$ cat config.mk
export PLATFORM = sky130hd
export DESIGN_NAME = regfile_pc_stack
export DESIGN_NICKNAME = d
export VERILOG_FILES = /design/src/rtl/regfile_pc_stack.sv
export SDC_FILE = /design/constraint.sdc
export NUM_CORES = 1
export LEC_CHECK = 0
export CAP_MARGIN = 15
export CORE_MARGIN = 4
export CORE_UTILIZATION = 57
export DETAILED_ROUTE_END_ITERATION = 8
export PLACE_DENSITY = 0.94
export SETUP_SLACK_MARGIN = 0.02
export SYNTH_ARGS = -nofsm -noshare
export SYNTH_HDL_FRONTEND = slang
export SYNTH_SLANG_ARGS = --single-unit
export TNS_END_PERCENT = 10
$ cat constraint.sdc
create_clock -name clock -period 11.2 [get_ports clock]
set_input_delay 1.68 -clock clock [delete_from_list [all_inputs] [get_ports clock]]
set_output_delay 1.68 -clock clock [all_outputs]
set_load 0.005 [all_outputs]
$ cat src/rtl/regfile_pc_stack.sv
// Register file with a program counter aliased onto one register and a hardware return stack.
// Optional build macro ZERO_REG_EN: register 0 is hardwired to zero.
module regfile_pc_stack #(
    parameter int WIDTH       = 16,
    parameter int NUM_REGS    = 16,
    parameter int SELW        = $clog2(NUM_REGS),
    parameter int PC_INDEX    = 15,
    parameter int STACK_DEPTH = 8
) (
    input  logic                             clock,
    input  logic                             reset,
    input  logic                             pc_increment,
    input  logic                             call,
    input  logic                             ret,
    input  logic [WIDTH-1:0]                 call_target,
    input  logic [SELW-1:0]                  rd_a_sel,
    input  logic [SELW-1:0]                  rd_b_sel,
    output logic [WIDTH-1:0]                 rd_a_data,
    output logic [WIDTH-1:0]                 rd_b_data,
    input  logic                             wr_en,
    input  logic [SELW-1:0]                  wr_sel,
    input  logic [WIDTH-1:0]                 wr_data,
    input  logic                             wr_overflow,
    output logic [WIDTH-1:0]                 pc,
    output logic [$clog2(STACK_DEPTH+1)-1:0] stack_count,
    output logic                             stack_error,
    output logic [NUM_REGS-1:0]              signflag,
    output logic [NUM_REGS-1:0]              zeroflag,
    output logic [NUM_REGS-1:0]              overflow,
    output logic [NUM_REGS*WIDTH-1:0]        registers
);

    localparam int CNTW = $clog2(STACK_DEPTH + 1);
    localparam int PTRW = (STACK_DEPTH > 1) ? $clog2(STACK_DEPTH) : 1;
`ifdef ZERO_REG_EN
    localparam bit ZERO_REG = 1'b1;
`else
    localparam bit ZERO_REG = 1'b0;
`endif

    logic [WIDTH-1:0] regs  [NUM_REGS];
    logic [WIDTH-1:0] stack [STACK_DEPTH];
    logic [CNTW-1:0]  count;
    logic [PTRW-1:0]  push_ptr;
    logic [PTRW-1:0]  pop_ptr;
    logic [WIDTH-1:0] pc_cur;
    logic [WIDTH-1:0] pc_plus1;
    logic [WIDTH-1:0] pc_next;
    logic             stack_full;
    logic             stack_empty;
    logic             do_push;
    logic             do_pop;
    logic             err_set;
    logic             wr_active;

    assign pc_cur      = regs[PC_INDEX];
    assign pc_plus1    = pc_cur + WIDTH'(1);
    assign stack_full  = (count == CNTW'(STACK_DEPTH));
    assign stack_empty = (count == '0);
    assign push_ptr    = count[PTRW-1:0];
    assign pop_ptr     = push_ptr - PTRW'(1);
    assign do_push     = call && !ret && !stack_full;
    assign do_pop      = ret && !call && !stack_empty;
    assign err_set     = (call && ret) || (call && stack_full) || (ret && stack_empty);
    assign wr_active   = wr_en && !(ZERO_REG && (wr_sel == '0));

    // PC from the stack/increment path; a write to PC_INDEX overrides it below.
    always_comb begin
        pc_next = pc_cur;
        if (do_push)
            pc_next = call_target;
        else if (do_pop)
            pc_next = stack[pop_ptr];
        else if (call || ret)
            pc_next = pc_cur;
        else if (pc_increment)
            pc_next = pc_plus1;
    end

    always_ff @(posedge clock) begin
        if (reset) begin
            for (int i = 0; i < NUM_REGS; i++)
                regs[i] <= '0;
            count       <= '0;
            stack_error <= 1'b0;
            signflag    <= '0;
            zeroflag    <= '1;
            overflow    <= '0;
        end else begin
            regs[PC_INDEX] <= pc_next;
            if (do_push) begin
                stack[push_ptr] <= pc_plus1;
                count           <= count + CNTW'(1);
            end else if (do_pop) begin
                count <= count - CNTW'(1);
            end
            if (err_set)
                stack_error <= 1'b1;
            if (wr_active) begin
                regs[wr_sel]     <= wr_data;
                signflag[wr_sel] <= wr_data[WIDTH-1];
                zeroflag[wr_sel] <= (wr_data == '0);
                overflow[wr_sel] <= wr_overflow;
            end
        end
    end

    assign rd_a_data   = regs[rd_a_sel];
    assign rd_b_data   = regs[rd_b_sel];
    assign pc          = pc_cur;
    assign stack_count = count;

    for (genvar g = 0; g < NUM_REGS; g++) begin : g_flat
        assign registers[g*WIDTH +: WIDTH] = regs[g];
    end

endmodule

==> impl_metrics.json <==
{
  "area_delta_synth_final_pct": 26.2,
  "drc_errors": 0,
  "worst_slew_pin_slew_ps": 1300,
  "path_class": "input pin to primary output",
  "rows": 70,
  "netlist_area_um2": 21400,
  "grt_pass1_vias": 15000,
  "grt.overflow.total": 0,
  "leakagePower_nw": 9.60,
  "whs_ps": 464,
  "synthCells": 1320,
  "wl_um": 71600,
  "comb_power_share_pct": 19.6,
  "synthFlopType": "edfxtp_1",
  "synth-seq-area-share_pct": 58.9,
  "crit_slowest_cell": "buf_4",
  "nFillCells": 2039,
  "ios": 408,
  "grt_pass1_wl_um": 103000,
  "synth.top_cell.area_share_pct": 53.9,
  "run_status": "complete, no violations",
  "power.share.clock_pct": 33.1,
  "ir_drop_mv": 0.120,
  "first_pass_iters": 7,
  "holdCritPathClass": "register to register",
  "setup_tns_ps": 0,
  "p_sw_share_pct": 26.6,
  "final.min_clock_period_ps": 6210,
  "p_seq_share_pct": 47.3,
  "mostFrequentLayoutCell": "clkdlybuf4s50_1",
  "final_nets": 1737,
  "dieArea_um2": 40700,
  "p_int_mw": 3.16,
  "setup_violations": 0,
  "timing_hold_violations_final": 0,
  "crit_chain": "buf_4 -> buf_4 -> mux4_1 -> mux4_2 -> clkdlybuf4s50_1",
  "synth-seq-cells": 437,
  "cts.sinks": 437,
  "clock_path_buffers": 3,
  "max_stage_delay_ps": 710,
  "switchingPower_mw": 1.15,
  "grt_usage_pct": 34.2,
  "critical_path.most_common_cell": "buf_4",
  "fin_ws_ps": 4990,
  "synth_largest_area_cell": "edfxtp_1",
  "power_density_nw_per_um2": 160,
  "wire_per_inst_um": 32.8,
  "syn_area_per_cell_um2": 16.2,
  "dp_hpwl_um": 50100,
  "syn-num-nets": 1375,
  "cp_data_arrival_time_ps": 4530,
  "antenna_found_initial": 2,
  "die-width_um": 202,
  "drt_iter0_markers": 2354,
  "worstSetupStartpointType": "input pin",
  "num_vias": 15300,
  "maxCapViolCount": 0,
  "fin_worst_skew_ps": 7.83,
  "antenna_left": 0,
  "path_max_fanout": 44,
  "period_share_pct": 55.4,
  "grt_max_degree": 65,
  "drv_slew": 0,
  "mostFrequentLayoutCells": "403 x clkdlybuf4s50_1, 384 x edfxtp_1, 241 x and2_1",
  "clk_pin_slew_worst_paths_ps": 60,
  "post_cts_buffers": 0,
  "synth_area_leaders": "edfxtp_1 54%, mux4_2 14%, mux4_1 7.4%, and2_1 7.1%, dfxtp_1 5.0%",
  "endpoint_kind": "primary output",
  "cts_hold_buf": 0,
  "tritoncts.num_buffers": 43,
  "portBuffers": 407,
  "tritoncts": "built",
  "place_congestion": 0.955,
  "synth_cell_types": 65,
  "synth_edf_count": 384,
  "insertion_delay_ps": 530,
  "fmax_ghz": 0.161,
  "initial_utilization_pct": 58.1,
  "cts-root-buf": "clkbuf_16",
  "ys_warn_count": 0,
  "via_per_inst": 6.99,
  "synth-async-reset-ratio_pct": 0,
  "cts.repair.resized": 0,
  "drive_gt1_share_pct": 14.5,
  "rsz0062_at_grt": "false",
  "die_h_um": 202,
  "maxSlewHeadroom_pct": 12.7,
  "htreeDepth": 2,
  "cp.required_ps": 9520,
  "coreArea_um2": 36800,
  "pre_cts_ws_ps": 5030
}
==> cell usage after synthesis (all sizes together) (2+ instances only) <==
cell           n
o22a           3
and3          11
and2         242
nand3         11
nor2b          4
edfxtp       384
o21ai         11
nor3          16
nor4           5
xor2           5
clkbuf        36
dfxtp         53
nand2         37
buf           72
o211ai         2
nand4          5
and4           2
nor2          50
nand2b         6
or3            3
mux4         192
a22o          17
a21oi         54
mux2i          7
xnor2         14
a21o          18
o22ai          9
nand3b         2
inv           22
o21a           2
dlygate4sd1    2
ha             4
==> flip-flops by register name, indices dropped and copies added (netlist names) <==
name,cells
overflow,16
regs,256
signflag,16
stack,128
stack_count,4
stack_error,1
zeroflag,16
==> critical path: cells and delay by family <==
family / cells / cell delay, ps
buf+inv: 3 / 1590
mux: 2 / 1190
==> power by group through the flow <==
stage	clock [mW]	combinational, mW	sequential (mW)
6_report	1.43	0.843	2.04
3_5_place_dp	0	0.825	2.06
4_1_cts	1.42	0.835	2.03
3_3_place_gp	0	0.796	2.05
2_1_floorplan	0	0.466	2.00
5_1_grt	1.50	0.884	2.04
==> layer usage <==
metal | vias up | GRT usage (%) | part of all wire [%]
met2 | 1570 | 57.3 | 49
met1 | 7491 | 41.5 | 30
met3 | 308 | 9.06 | 14
li1 | 5906 | - | -
met5 | - | 0 | 0
met4 | 0 | 16.5 | 6.5
==> area by class of cell <==
type                       instances  area (um^2)  share of cell area [%]
antenna                            2         5.00                  0.0185
clock buffer                      65         1280                    4.76
clock inverter                    13          105                   0.389
inverter                          22         82.6                   0.306
multi-input combinational        751         8120                    30.1
sequential                       437        12600                    46.7
tap                              468          586                    2.17
timing repair buffer             427         4220                    15.6
==> cells by family after synthesis <==
kind of cell               count (synthesis)  share of synthesized area [%]
adders and majority gates                  4                          0.234
AOI/OAI and AO/OA                        127                           3.81
DFF                                      437                           58.9
buffers and inverters                    132                           3.53
and+or+nand+nor                          401                           11.1
muxes                                    200                           21.7
xor gates and xnor gates                  19                          0.778
==> final timing paths <==
kind                                      from             to  slack [ps]  cells past startpoint
worst max-delay path               rd_a_sel[0]  rd_a_data[14]        4990                      5
worst min register to register    signflag[12]   signflag[12]         460                      1
worst max register to register  stack_count[1]    stack[3][9]        7000                      6
worst min-delay path              signflag[12]   signflag[12]         460                      1
==> metrics by stage <==
step           utilization (%)  instance area (um^2)  instances  power [mW]
4_1_cts                   73.3                 27000       2180        4.29
3_5_place_dp              69.5                 25600       2102        2.89
3_3_place_gp              69.5                 25600       2102        2.85
6_report                  73.4                 27000       2185        4.31
5_1_grt                   73.4                 27000       2185        4.43
2_1_floorplan                -                 21400       1320        2.47
No activity file was read; power rests on OpenSTA's default activity.
==> RTL edit (same flow settings) <==
The option `ZERO_REG_EN` is turned on by a define.
--- a/src/rtl/regfile_pc_stack.sv
+++ b/src/rtl/regfile_pc_stack.sv
@@ -1,4 +1,6 @@
 // Register file with a program counter aliased onto one register and a hardware return stack.
 // Optional build macro ZERO_REG_EN: register 0 is hardwired to zero.
+`define ZERO_REG_EN
+
 module regfile_pc_stack #(
     parameter int WIDTH       = 16,
Check against the original RTL: not equivalent (a bounded check fails within 4 cycles, from zero or initial values and one cycle with reset high).
==> RTL edit against the unedited design <==
  * Non-clock buffer count up 7
  * Setup slack worse by 0.077 ns
  * Routed wire length rose by 2.9%
  * Final area decreased by 1.4%
  * Sequential share of layout area up 0.65 points
  * Sequential cell count is the same
  * Combinational power is 8.7% higher
  * Total power up 0.47%
  * Synthesized area shrank 2.5%
  * Critical path depth did not move
  * Largest power group unchanged
  * Highest routed layer is now met5
==> RTL edit: results (changes against the unedited design) <==
Final clock skew - 0.0255 ns (was 0.00783 ns)
CP peak stage delay - 0.85 ns (was 0.71 ns)
Crit path max fanout - 51 (was 44)
CP arrival - 4.61 ns (was 4.53 ns)
Worst reg2reg endpoint - stack[5][13] (was stack[3][9])
Drt first pass iters - 6 (was 7)
Layout cells sized above 1 - 17.6% (was 14.5%)
GPL Wtd Cong - 0.949 (was 0.955)
Synth top area share - 55.3% (was 53.9%)
HPWL Detailed - 50,400 um (was 50,100 um)
GR Util All Layers - 36.4% (was 34.2%)
Synth top area cells - edfxtp_1, mux4_2, and2_1, dfxtp_1, clkbuf_1 (was edfxtp_1, mux4_2, mux4_1, and2_1, dfxtp_1)
FF-to-FF setup slack - 7.75 ns (was 7.00 ns)
DRT iter0 DRCs - 2,671 (was 2,354)
DR WL/cell - 33.6 um (was 32.8 um)
First-pass GRT wire length - 105,000 um (was 103,000 um)
Final net count - 1,749 (was 1,737)
Max_slew headroom - 8.27% (was 12.7%)
Min-delay src - zeroflag[0] (was signflag[12])
Most used DFF post-synth - edfxtp_1 (unchanged)
Via density - 7.00 (was 6.99)
Reg2reg path depth - 7 (was 6)
WHS Endpoint - zeroflag[0] (was signflag[12])
Static Leak - 9.25 nW (was 9.60 nW)
Min Hold Slack - 0.451 ns (was 0.464 ns)
Initial antenna violation count - 3 (was 2)
Crit Reg-Reg Startpoint - stack_count[1] (unchanged)
Seq/Total Area, Yosys - 60.4% (was 58.9%)
Placed Area - 25,300 sq um (was 25,600 sq um)
Layout fillers - 1,991 (was 2,039)
Peak supply drop - 0.136 mV (was 0.120 mV)
Vias in the first global route - 15,200 (was 15,000)
Outcome - completed (unchanged)
Post-synth cell types - 58 (was 65)
Top cells by count, synth - edfxtp_1, and2_1, mux4_2, clkbuf_1, dfxtp_1 (was edfxtp_1, and2_1, mux4_2, mux4_1, a21oi_1)
RTL edit: layout make-up:
type                    count  area, sq um  share of cell area, %
well taps                 461          577                   2.17
clock inverters            19          148                  0.555
diodes                      5         12.5                 0.0470
flip-flops and latches    437        12600                   47.3
repair buffers            434         4270                   16.0
multi-input cells         756         7800                   29.3
inverters                  22         82.6                  0.310
clock buffers              57         1140                   4.28
RTL edit: per-stage QoR:
step	instances	setup WS, ns
2_1_floorplan	1325	6.33
3_3_place_gp	2107	5.09
3_5_place_dp	2108	5.00
4_1_cts	2184	4.94
5_1_grt	2187	4.76
6_report	2191	4.91
RTL edit: worst max-delay path by stage:
stage,endpoint,slack (ns),cells after the start
finish,rd_a_data[14],4.91,5
global route,rd_a_data[14],4.76,5
CTS,rd_a_data[14],4.94,5
detailed placement,rd_a_data[14],5.00,5
global placement,rd_b_data[14],5.09,5
floorplan,rd_a_data[12],6.33,4
RTL edit: where the power goes:
| part | leakage, nW | total [mW] | internal [mW] | switching (mW) |
|---|---|---|---|---|
| clock network | 0.618 | 1.36 | 0.761 | 0.603 |
| registers | 4.07 | 2.05 | 1.91 | 0.143 |
| logic | 4.56 | 0.916 | 0.468 | 0.449 |
RTL edit: worst max-delay path, delay by kind of cell:
family	cells	cell delay, ns
muxes	2	1.13
buffers and inverters	3	1.74
RTL edit: kinds of logic after synthesis:
kind of cell | Yosys count | synth area share (%)
AND/OR/NAND/NOR | 413 | 11.2
AO/OA/AOI/OAI | 107 | 3.38
other | 1 | 0.0180
buffers and inverters | 132 | 2.87
flip-flops | 437 | 60.4
XOR/XNOR | 20 | 0.930
adder cells (fa/ha/maj) | 4 | 0.240
multiplexers | 196 | 21.0
RTL edit: per-layer routing:
layer / wire length [um] / global-route usage (%) / vias to the layer above / part of all wire, %
li1: - / - / 5856 / -
met1: 21500 / 43.8 / 7540 / 29
met2: 36000 / 59.6 / 1632 / 49
met3: 11400 / 11.7 / 306 / 15
met4: 4860 / 18.6 / 2 / 6.6
met5: 10 / 0 / - / 0.014
